$ cat src/rtl/debounce.sv
// Input conditioner: two-flop synchronizer followed by a four-state filter FSM
// that emits a clean level plus single-cycle rise/fall strobes.
module debounce #(
  parameter int unsigned STABLE_CYCLES = 4,
  parameter int unsigned CNT_W         = $clog2(STABLE_CYCLES)
) (
  input  logic clk,
  input  logic rst,
  input  logic a,
  output logic y,
  output logic rise,
  output logic fall
);

  typedef enum logic [1:0] {
    LOW,
    WAIT_HIGH,
    HIGH,
    WAIT_LOW
  } state_e;

  localparam logic [CNT_W-1:0] CNT_ONE = CNT_W'(1);
  localparam logic [CNT_W-1:0] CNT_MAX = CNT_W'(STABLE_CYCLES - 1);

  logic             s1_q;
  logic             s2_q;
  state_e           state_q;
  logic [CNT_W-1:0] cnt_q;
  logic             y_q;
  logic             rise_q;
  logic             fall_q;

  always_ff @(posedge clk) begin
    if (rst) begin
      s1_q    <= 1'b0;
      s2_q    <= 1'b0;
      state_q <= LOW;
      cnt_q   <= '0;
      y_q     <= 1'b0;
      rise_q  <= 1'b0;
      fall_q  <= 1'b0;
    end else begin
      s1_q   <= a;
      s2_q   <= s1_q;
      rise_q <= 1'b0;
      fall_q <= 1'b0;
      case (state_q)
        LOW: begin
          if (s2_q) begin
            state_q <= WAIT_HIGH;
            cnt_q   <= CNT_ONE;
          end else begin
            cnt_q   <= '0;
          end
        end
        WAIT_HIGH: begin
          if (!s2_q) begin
            state_q <= LOW;
            cnt_q   <= '0;
          end else if (cnt_q == CNT_MAX) begin
            state_q <= HIGH;
            y_q     <= 1'b1;
            rise_q  <= 1'b1;
            cnt_q   <= '0;
          end else begin
            cnt_q   <= cnt_q + CNT_ONE;
          end
        end
        HIGH: begin
          if (!s2_q) begin
            state_q <= WAIT_LOW;
            cnt_q   <= CNT_ONE;
          end else begin
            cnt_q   <= '0;
          end
        end
        WAIT_LOW: begin
          if (s2_q) begin
            state_q <= HIGH;
            cnt_q   <= '0;
          end else if (cnt_q == CNT_MAX) begin
            state_q <= LOW;
            y_q     <= 1'b0;
            fall_q  <= 1'b1;
            cnt_q   <= '0;
          end else begin
            cnt_q   <= cnt_q + CNT_ONE;
          end
        end
        default: begin
          state_q <= LOW;
          cnt_q   <= '0;
          y_q     <= 1'b0;
        end
      endcase
    end
  end

  assign y    = y_q;
  assign rise = rise_q;
  assign fall = fall_q;

endmodule

$ cat config.mk
export PLATFORM = sky130hd
export DESIGN_NAME = debounce
export DESIGN_NICKNAME = d
export VERILOG_FILES = /design/src/rtl/debounce.sv
export SDC_FILE = /design/constraint.sdc
export NUM_CORES = 1
export LEC_CHECK = 0
export BUFFER_PORTS_ARGS = -buffer_cell sky130_fd_sc_hd__buf_2
export CORE_AREA = 4 4 41 43
export DETAILED_ROUTE_END_ITERATION = 16
export DIE_AREA = 0 0 45 47
export GPL_TIMING_DRIVEN = 0
export PLACE_DENSITY_LB_ADDON = 0.1
export SLEW_MARGIN = 20
export SYNTH_ARGS = -nofsm -noshare
export SYNTH_HDL_FRONTEND = slang
export SYNTH_SLANG_ARGS = --single-unit
$ cat constraint.sdc
create_clock -name clk -period 1.37 [get_ports clk]
set_input_delay 0.2055 -clock clk [delete_from_list [all_inputs] [get_ports clk]]
set_output_delay 0.2055 -clock clk [all_outputs]
set_load 0.01 [all_outputs]
==> results.sh, run 1 <==
export IMPL_status="finished, final reports clean"
export IMPL_io_pins=6
export IMPL_netSwitchingFraction_pct=21.0
export IMPL_die_w_um=45
export IMPL_fmax_mhz=851
export IMPL_final_setup_skew_ns=0.00188
export IMPL_cts_repair_resize_count=0
export IMPL_cts_path_max_buffers=2
export IMPL_antenna_found_initial=0
export IMPL_cts_sinks=9
export IMPL_synthMuxAreaShare_pct=0
export IMPL_synth_compound_gate_area_share_pct=15.0
export IMPL_fill_cells=147
export IMPL_viasPerCell=4.60
export IMPL_maxSlewViolCount=0
export IMPL_power_density_nw_per_um2=1230
export IMPL_yosys_warnings=0
export IMPL_synth_simple_gate_area_share_pct=20.4
export IMPL_clock_latency_ns=0.26
export IMPL_fin_tns_setup_ns=0
export IMPL_wirelength_um=559
export IMPL_fin_crit_sh_pct=85.8
export IMPL_worstSetupEndpointType="register"
export IMPL_worst_pin_slew_ns=0.245
export IMPL_cts_tree="yes"
export IMPL_synth_async_reset_ratio_pct=0
export IMPL_coreArea_um2=1300
export IMPL_finalNonFillerCells=53
export IMPL_fin_nets=43
export IMPL_comb_power_share_pct=3.1
export IMPL_num_vias=244
export IMPL_grt_pass1_wl_um=931
export IMPL_syn2layout_area_growth_pct=21.5
export IMPL_hold_viol=0
export IMPL_ys_types=18
export IMPL_syn_area_um2=325
export IMPL_max_slew_margin_pct=83.5
export IMPL_n_antenna_cell=0
export IMPL_routabilityCongestion=0.622
export IMPL_p_seq_share_pct=55.1
export IMPL_synth_area_leaders="dfxtp_1 55%, nand3b_1 4.6%, nor3b_1 4.6%"
export IMPL_drive_gt1_share_pct=28.9
export IMPL_yosysTopAreaCellShare_pct=55.4
export IMPL_rows=13
export IMPL_io_buffers=5
export IMPL_crit_type="register to register"
export IMPL_drc=0
export IMPL_rsz0062_at_grt="no"
export IMPL_grt_pass1_vias=237
export IMPL_synth_nets=33
export IMPL_cts_clk_slew_worst_paths_ns=0.06
export IMPL_synth_edf_count=0
export IMPL_start_util_pct=25.0
export IMPL_ant_nets=0
export IMPL_cts_root_buf="clkbuf_4"
export IMPL_hold_buffers=0
export IMPL_grt_max_degree=9
export IMPL_vdd_drop_max_uv=515
export IMPL_synth_top_family_by_area="simple AND/OR/NAND/NOR gates"
export IMPL_p_sw_uw=102
export IMPL_synthAdderAreaFrac_pct=3.85
export IMPL_postCtsSetupBuffers=0
export IMPL_synth_xor_area_share_pct=2.69
export IMPL_regArea_um2=180
export IMPL_cp_max_fo=7
export IMPL_period_needed_ns=1.18
export IMPL_p_clk_share_pct=41.8
export IMPL_dr_pass1_iters=3
export IMPL_synth_top_area_cell="dfxtp_1"
export IMPL_synth_seq_cells=9
export IMPL_cts_buffers=3
export IMPL_synth_top_cells_by_count="9 x dfxtp_1, 2 x nand3b_1, 2 x nor2b_1, 2 x nor3b_1"
export IMPL_yosysSeqAreaShare_pct=55.4
export IMPL_die_height_um=47
export IMPL_dieArea_um2=2120
export IMPL_crit_arrival_ns=1.33
export IMPL_min_path_type="input port to register"
export IMPL_htreeDepth=1
export IMPL_overflow=0
export IMPL_finalSetupViolations=0
export IMPL_holdWs_ns=0.154
export IMPL_syn_inst=29
export IMPL_cap_violations=0
export IMPL_drtIter0Drc=2
export IMPL_crit_required_ns=1.52
export IMPL_grt_usage_pct=6.50
export IMPL_synth_most_common_cell="dfxtp_1"
export IMPL_dp_cells=49
export IMPL_internal_power_uw=385
export IMPL_p_leak_nw=0.165
export IMPL_synth_main_ff_cell="dfxtp_1"
export IMPL_multi_input_area_um2=136
export IMPL_wire_per_inst_um=10.5
export IMPL_syn_avg_cell_area_um2=11.2
export IMPL_start_kind="register"
## final timing paths
check / start / endpoint / slack, ns / cells past startpoint
worst min register to register: s1_q$_SDFF_PP0_ / s2_q$_SDFF_PP0_ / 0.45 / 1
worst min-delay path: a / s1_q$_SDFF_PP0_ / 0.15 / 2
worst max register to register: cnt_q[0]$_SDFF_PP0_ / y$_SDFFE_PP0P_ / 0.19 / 3
worst max-delay path: cnt_q[0]$_SDFF_PP0_ / y$_SDFFE_PP0P_ / 0.19 / 3
## power groups by stage
stage | clock (mW) | sequential [mW] | combinational (mW)
5_1_grt | 0.231 | 0.269 | 0.0175
6_report | 0.204 | 0.269 | 0.0152
4_1_cts | 0.213 | 0.269 | 0.0153
3_5_place_dp | 0 | 0.275 | 0.0152
2_1_floorplan | 0 | 0.274 | 0.00848
3_3_place_gp | 0 | 0.274 | 0.0153
## area by class of cell
type | count | share of cell area, %
Multi-Input combinational cell | 18 | 34.5
Buffer | 1 | 1.27
Tap cell | 15 | 4.75
Clock buffer | 4 | 6.65
Sequential cell | 9 | 45.6
Timing Repair Buffer | 5 | 6.33
Inverter | 1 | 0.949
## worst max-delay path, cell delays in order (launching register included)
cell     delay, ns
dfxtp_1       0.32
ha_1          0.28
a31o_2        0.27
a32o_1        0.20
## routing by layer
layer  share of wire (%)  track usage (%)  routed length [µm]  up-vias
met2                  42             9.89                 234        7
met1                  46             6.65                 256      112
met5                   0                0                   0        -
met3                 9.5             3.45                  53        2
met4                 2.7             5.26                  15        0
li1                    -                -                   -      123
## cell families after synthesis
logic type / Yosys count
AND/OR/NAND/NOR: 10
flip-flops: 9
AO/OA/AOI/OAI: 6
buffers and inverters: 2
XOR/XNOR: 1
adder cells (fa/ha/maj): 1
## layout by cell type (no fill, tap or decap), types with 2 or more instances in the layout
cell type / Yosys / routed
buf_2: 0 / 5
clkbuf_4: 0 / 3
dfxtp_1: 9 / 9
nand3b_1: 2 / 2
nor2b_1: 2 / 2
nor3b_1: 2 / 2
## stage by stage
stage / power [mW] / util (%) / worst slack, ns / instance area (µm²)
2_1_floorplan: 0.282 / - / 0.277 / 325
3_3_place_gp: 0.290 / 28.4 / 0.229 / 369
3_5_place_dp: 0.290 / 28.4 / 0.206 / 369
4_1_cts: 0.497 / 30.4 / 0.194 / 395
5_1_grt: 0.517 / 30.4 / 0.155 / 395
6_report: 0.488 / 30.4 / 0.195 / 395
Power figures use the tool's default switching activity.
==> inputs of run 2 (changes only) <==
--- a/config.mk
+++ b/config.mk
@@ -7,6 +7,7 @@
 export LEC_CHECK = 0
 export BUFFER_PORTS_ARGS = -buffer_cell sky130_fd_sc_hd__buf_2
 export CORE_AREA = 4 4 41 43
+export CTS_BUF_LIST = sky130_fd_sc_hd__clkbuf_4 sky130_fd_sc_hd__clkbuf_8
 export DETAILED_ROUTE_END_ITERATION = 16
 export DIE_AREA = 0 0 45 47
 export GPL_TIMING_DRIVEN = 0
==> constraint.sdc (replaced) <==
create_clock -name clk -period 1.03 [get_ports clk]
set_input_delay 0.1545 -clock clk [delete_from_list [all_inputs] [get_ports clk]]
set_output_delay 0.1545 -clock clk [all_outputs]
set_load 0.01 [all_outputs]
==> run 2 against run 1 <==
  * Cell count unchanged
  * Highest routed layer is now met3
  * Wire length down 0.36%
  * First-iteration DRC count unchanged
  * Via count down 2.0%
  * Sequential share of layout area down 3.7 points
  * Critical path depth unchanged
  * Largest cell class unchanged
==> results.sh, run 2 (synthesis gave the netlist of run 1 again) <==
export IMPL_status="finished, final reports clean"
export IMPL_final_setup_skew_ns=0.00559
export IMPL_final_cell_mix="7 x dfxtp_1, 5 x buf_2, 4 x clkbuf_4"
export IMPL_dp_cells=49
export IMPL_slowest_stage="dfxtp_2"
export IMPL_finalNonFillerCells=53
export IMPL_cts_root_buf="clkbuf_4"
export IMPL_die_w_um=45
export IMPL_coreArea_um2=1300
export IMPL_rows=13
export IMPL_min_path_type="input port to register"
export IMPL_die_height_um=47
export IMPL_overflow=0
export IMPL_r2r_start="cnt_q[0]$_SDFF_PP0_"
export IMPL_cts_sinks=9
export IMPL_grt_max_degree=9
export IMPL_power_density_nw_per_um2=1550
export IMPL_crit_type="register to register"
export IMPL_start_util_pct=25.0
export IMPL_finalSetupViolations=0
export IMPL_antenna_found_initial=0
export IMPL_cp_top_family="compound AO/OA/AOI/OAI gates"
export IMPL_hold_buffers=0
export IMPL_fin_nets=43
export IMPL_worst_pin_slew_ns=0.282
export IMPL_syn2layout_area_growth_pct=34.2
export IMPL_p_total_uw=675
export IMPL_grt_pass1_wl_um=945
export IMPL_worstSetupEndpointType="register"
export IMPL_max_slew_margin_pct=81.2
export IMPL_n_antenna_cell=0
export IMPL_htreeDepth=1
export IMPL_wirelength_um=557
export IMPL_crit_path_cell_trace="ha_4, a31o_4, a32o_1"
export IMPL_crit_arrival_ns=1.17
export IMPL_p_leak_nw=0.174
export IMPL_worstSetupStartpoint="cnt_q[0]$_SDFF_PP0_"
export IMPL_hp_start="a"
export IMPL_vdd_drop_max_uv=619
export IMPL_crit_buf_inv=0
export IMPL_cts_clk_slew_worst_paths_ns=0.05
export IMPL_fin_crit_sh_pct=98.9
export IMPL_drc=0
export IMPL_cap_violations=0
export IMPL_cp_max_fo=6
export IMPL_clock_latency_ns=0.26
export IMPL_viasPerCell=4.51
export IMPL_num_vias=239
export IMPL_period_needed_ns=1.02
export IMPL_cts_buffers=3
export IMPL_fin_tns_setup_ns=0
export IMPL_fmax_mhz=982
export IMPL_dr_pass1_iters=4
export IMPL_start_kind="register"
export IMPL_grt_usage_pct=7.05
export IMPL_final_core_util_pct=33.6
export IMPL_slowest_delay_ns=0.33
export IMPL_final_common_cell="dfxtp_1"
export IMPL_routabilityCongestion=0.622
export IMPL_maxSlewViolCount=0
export IMPL_io_pins=6
export IMPL_ant_nets=0
export IMPL_rsz0062_at_grt="yes"
export IMPL_holdWs_ns=0.101
export IMPL_drtIter0Drc=2
export IMPL_cts_path_max_buffers=2
export IMPL_wire_per_inst_um=10.5
export IMPL_hold_viol=0
export IMPL_grt_pass1_vias=212
export IMPL_drive_gt1_share_pct=42.1
export IMPL_io_buffers=5
export IMPL_fill_cells=138
export IMPL_cts_tree="yes"
export IMPL_crit_required_ns=1.18
export IMPL_dieArea_um2=2120
[run 2: layout make-up]
class | count | area [µm²] | share of cell area [%]
timing repair buffer | 6 | 36.3 | 8.31
inverter | 1 | 3.75 | 0.860
clock buffer | 4 | 30.0 | 6.88
sequential | 9 | 183 | 41.8
multi-input combinational | 18 | 165 | 37.8
tap | 15 | 18.8 | 4.30
[run 2: where the power goes]
group          internal [mW]  switching (mW)  total (mW)
logic                 0.0101         0.00833      0.0184
clock network          0.175           0.120       0.296
registers              0.354         0.00708       0.361
total                  0.540           0.136       0.675
[run 2: stage by stage]
step | instance area, µm² | worst slack, ns
global route | 437 | -0.0203
global placement | 372 | -0.0244
CTS | 430 | 0.000577
finish | 437 | 0.0113
floorplan | 328 | 0.00344
detailed placement | 372 | -0.0365
[run 2: final timing paths]
check	to	depth (start not counted)	slack (ns)
max	y$_SDFFE_PP0P_	3	0.01
min reg2reg	s2_q$_SDFF_PP0_	1	0.45
max reg2reg	y$_SDFFE_PP0P_	3	0.01
min	s1_q$_SDFF_PP0_	2	0.10
[run 2: per-layer routing]
| metal | track usage [%] | vias to the layer above | wire length, µm | share of wire (%) |
|---|---|---|---|---|
| met2 | 8.19 | 9 | 247 | 44 |
| met4 | 5.26 | 0 | 0 | 0 |
| met3 | 6.90 | 0 | 69 | 12 |
| met5 | 0 | - | 0 | 0 |
| met1 | 7.57 | 108 | 239 | 43 |
| li1 | - | 122 | - | - |
[run 2: what timing repair did]
item	CTS	global route
buffers inserted	1	0
endpoints found under the hold margin	0	0
endpoints found under the setup margin	1	3
gates resized for setup	4	2
pin swaps	3	1
==> inputs of run 3 (changes only) <==
--- a/config.mk
+++ b/config.mk
@@ -12,6 +12,7 @@
 export DIE_AREA = 0 0 45 47
 export GPL_TIMING_DRIVEN = 0
 export PLACE_DENSITY_LB_ADDON = 0.1
+export SETUP_SLACK_MARGIN = 0.05
 export SLEW_MARGIN = 20
 export SYNTH_ARGS = -nofsm -noshare
 export SYNTH_HDL_FRONTEND = slang
==> run 3 against run 2 <==
  * Die area is the same
  * Clock skew fell by 0.0021 ns
  * Fmax up 1.8%
  * Largest power group unchanged
  * Clock power shrank 1%
  * Cell count decreased by 1.9%
  * Global-route usage is 0.42 points higher
  * Highest routed layer is now met4
==> results.sh, run 3 (synthesis gave the netlist of run 1 again) <==
export IMPL_status="finished, final reports clean"
export IMPL_finalInstanceArea_um2=418
export IMPL_ant_nets=0
export IMPL_final_setup_skew_ns=0.00345
export IMPL_start_kind="register"
export IMPL_power_density_nw_per_um2=1610
export IMPL_max_slew_margin_pct=82.1
export IMPL_cts_clk_slew_worst_paths_ns=0.06
export IMPL_crit_buf_inv=0
export IMPL_holdWs_ns=0.106
export IMPL_cp_top_family="compound AO/OA/AOI/OAI gates"
export IMPL_place_ws_ns=0.0315
export IMPL_crit_path_cell_trace="ha_4, a31o_2, a32o_1"
export IMPL_cts_tree="yes"
export IMPL_fill_cells=152
export IMPL_cts_sinks=9
export IMPL_cts_path_max_buffers=2
export IMPL_rsz0062_at_grt="yes"
export IMPL_finalSetupViolations=0
export IMPL_dp_cells=49
export IMPL_hold_viol=0
export IMPL_min_path_type="input port to register"
export IMPL_final_cell_mix="6 x dfxtp_1, 5 x buf_2, 4 x clkbuf_4"
export IMPL_fin_tns_setup_ns=0
export IMPL_syn2layout_area_growth_pct=28.5
export IMPL_postCtsSetupBuffers=0
export IMPL_grt_pass1_vias=238
export IMPL_grt_pass1_wl_um=993
export IMPL_worst_slack_ns=0.0298
export IMPL_clock_latency_ns=0.26
export IMPL_htreeDepth=1
export IMPL_antenna_found_initial=0
export IMPL_viasPerCell=4.48
export IMPL_overflow=0
export IMPL_grt_max_degree=9
export IMPL_slowest_delay_ns=0.33
export IMPL_drive_gt1_share_pct=43.2
export IMPL_grt_usage_pct=7.47
export IMPL_die_w_um=45
export IMPL_cts_root_buf="clkbuf_4"
export IMPL_cap_violations=0
export IMPL_final_core_util_pct=32.1
export IMPL_final_common_cell="dfxtp_1"
export IMPL_drtIter0Drc=0
export IMPL_maxSlewViolCount=0
export IMPL_slowest_stage="dfxtp_2"
export IMPL_finalNonFillerCells=52
export IMPL_cts_buffers=3
export IMPL_die_height_um=47
export IMPL_wire_per_inst_um=11.0
export IMPL_vdd_drop_max_uv=663
export IMPL_worstSetupEndpointType="register"
export IMPL_p_leak_nw=0.165
export IMPL_num_vias=233
export IMPL_period_needed_ns=1.00
export IMPL_start_util_pct=25.0
export IMPL_coreArea_um2=1300
export IMPL_hold_buffers=0
export IMPL_fin_nets=42
export IMPL_postPlaceCellArea_um2=384
export IMPL_dieArea_um2=2120
export IMPL_crit_arrival_ns=1.15
export IMPL_cp_max_fo=7
export IMPL_io_pins=6
export IMPL_routabilityCongestion=0.666
export IMPL_crit_type="register to register"
export IMPL_fmax_mhz=1000
export IMPL_drc=0
export IMPL_io_buffers=5
export IMPL_rows=13
export IMPL_dp_hpwl_um=418
export IMPL_fin_crit_sh_pct=97.1
export IMPL_p_total_uw=671
export IMPL_crit_required_ns=1.18
export IMPL_n_antenna_cell=0
export IMPL_worst_pin_slew_ns=0.269
export IMPL_dr_pass1_iters=1
export IMPL_wirelength_um=574
run 3: final cells by class:
cell class              instances  area, µm²  share of cell area, %
clock buffers                   4       30.0                   7.19
inverters                       1       3.75                  0.898
repair buffers                  5       25.0                   5.99
flip-flops and latches          9        184                   44.0
multi-input cells              18        156                   37.4
well taps                      15       18.8                   4.49
run 3: timing repair:
item | CTS | global route
setup endpoints to repair | 1 | 2
endpoints found under the hold margin | 0 | 0
cloned | 0 | 0
resized for setup | 0 | 2
run 3: worst register-to-register path, stage by stage (launching register included):
cell	delay (ns)
dfxtp_2	0.33
ha_4	0.18
a31o_2	0.20
a32o_1	0.19
run 3: path summary, 6_finish.rpt:
| check | start | endpoint | slack, ns | cells past startpoint |
|---|---|---|---|---|
| worst max-delay path | cnt_q[0]$_SDFF_PP0_ | y$_SDFFE_PP0P_ | 0.03 | 3 |
| worst min-delay path | a | s1_q$_SDFF_PP0_ | 0.11 | 2 |
| worst max register to register | cnt_q[0]$_SDFF_PP0_ | y$_SDFFE_PP0P_ | 0.03 | 3 |
| worst min register to register | s1_q$_SDFF_PP0_ | s2_q$_SDFF_PP0_ | 0.44 | 1 |
run 3: power breakdown:
group,internal [mW],switching [mW],leakage [nW],total [mW]
combinational,0.00992,0.00813,0.0717,0.0181
clock,0.175,0.117,0.0184,0.292
sequential,0.355,0.00666,0.0744,0.361
run 3: per-layer routing:
layer	track usage (%)	up-vias	wire, µm
li1	-	120	-
met1	7.18	104	248
met2	10.2	7	263
met3	5.75	2	48
met4	7.02	0	13
met5	0	-	0
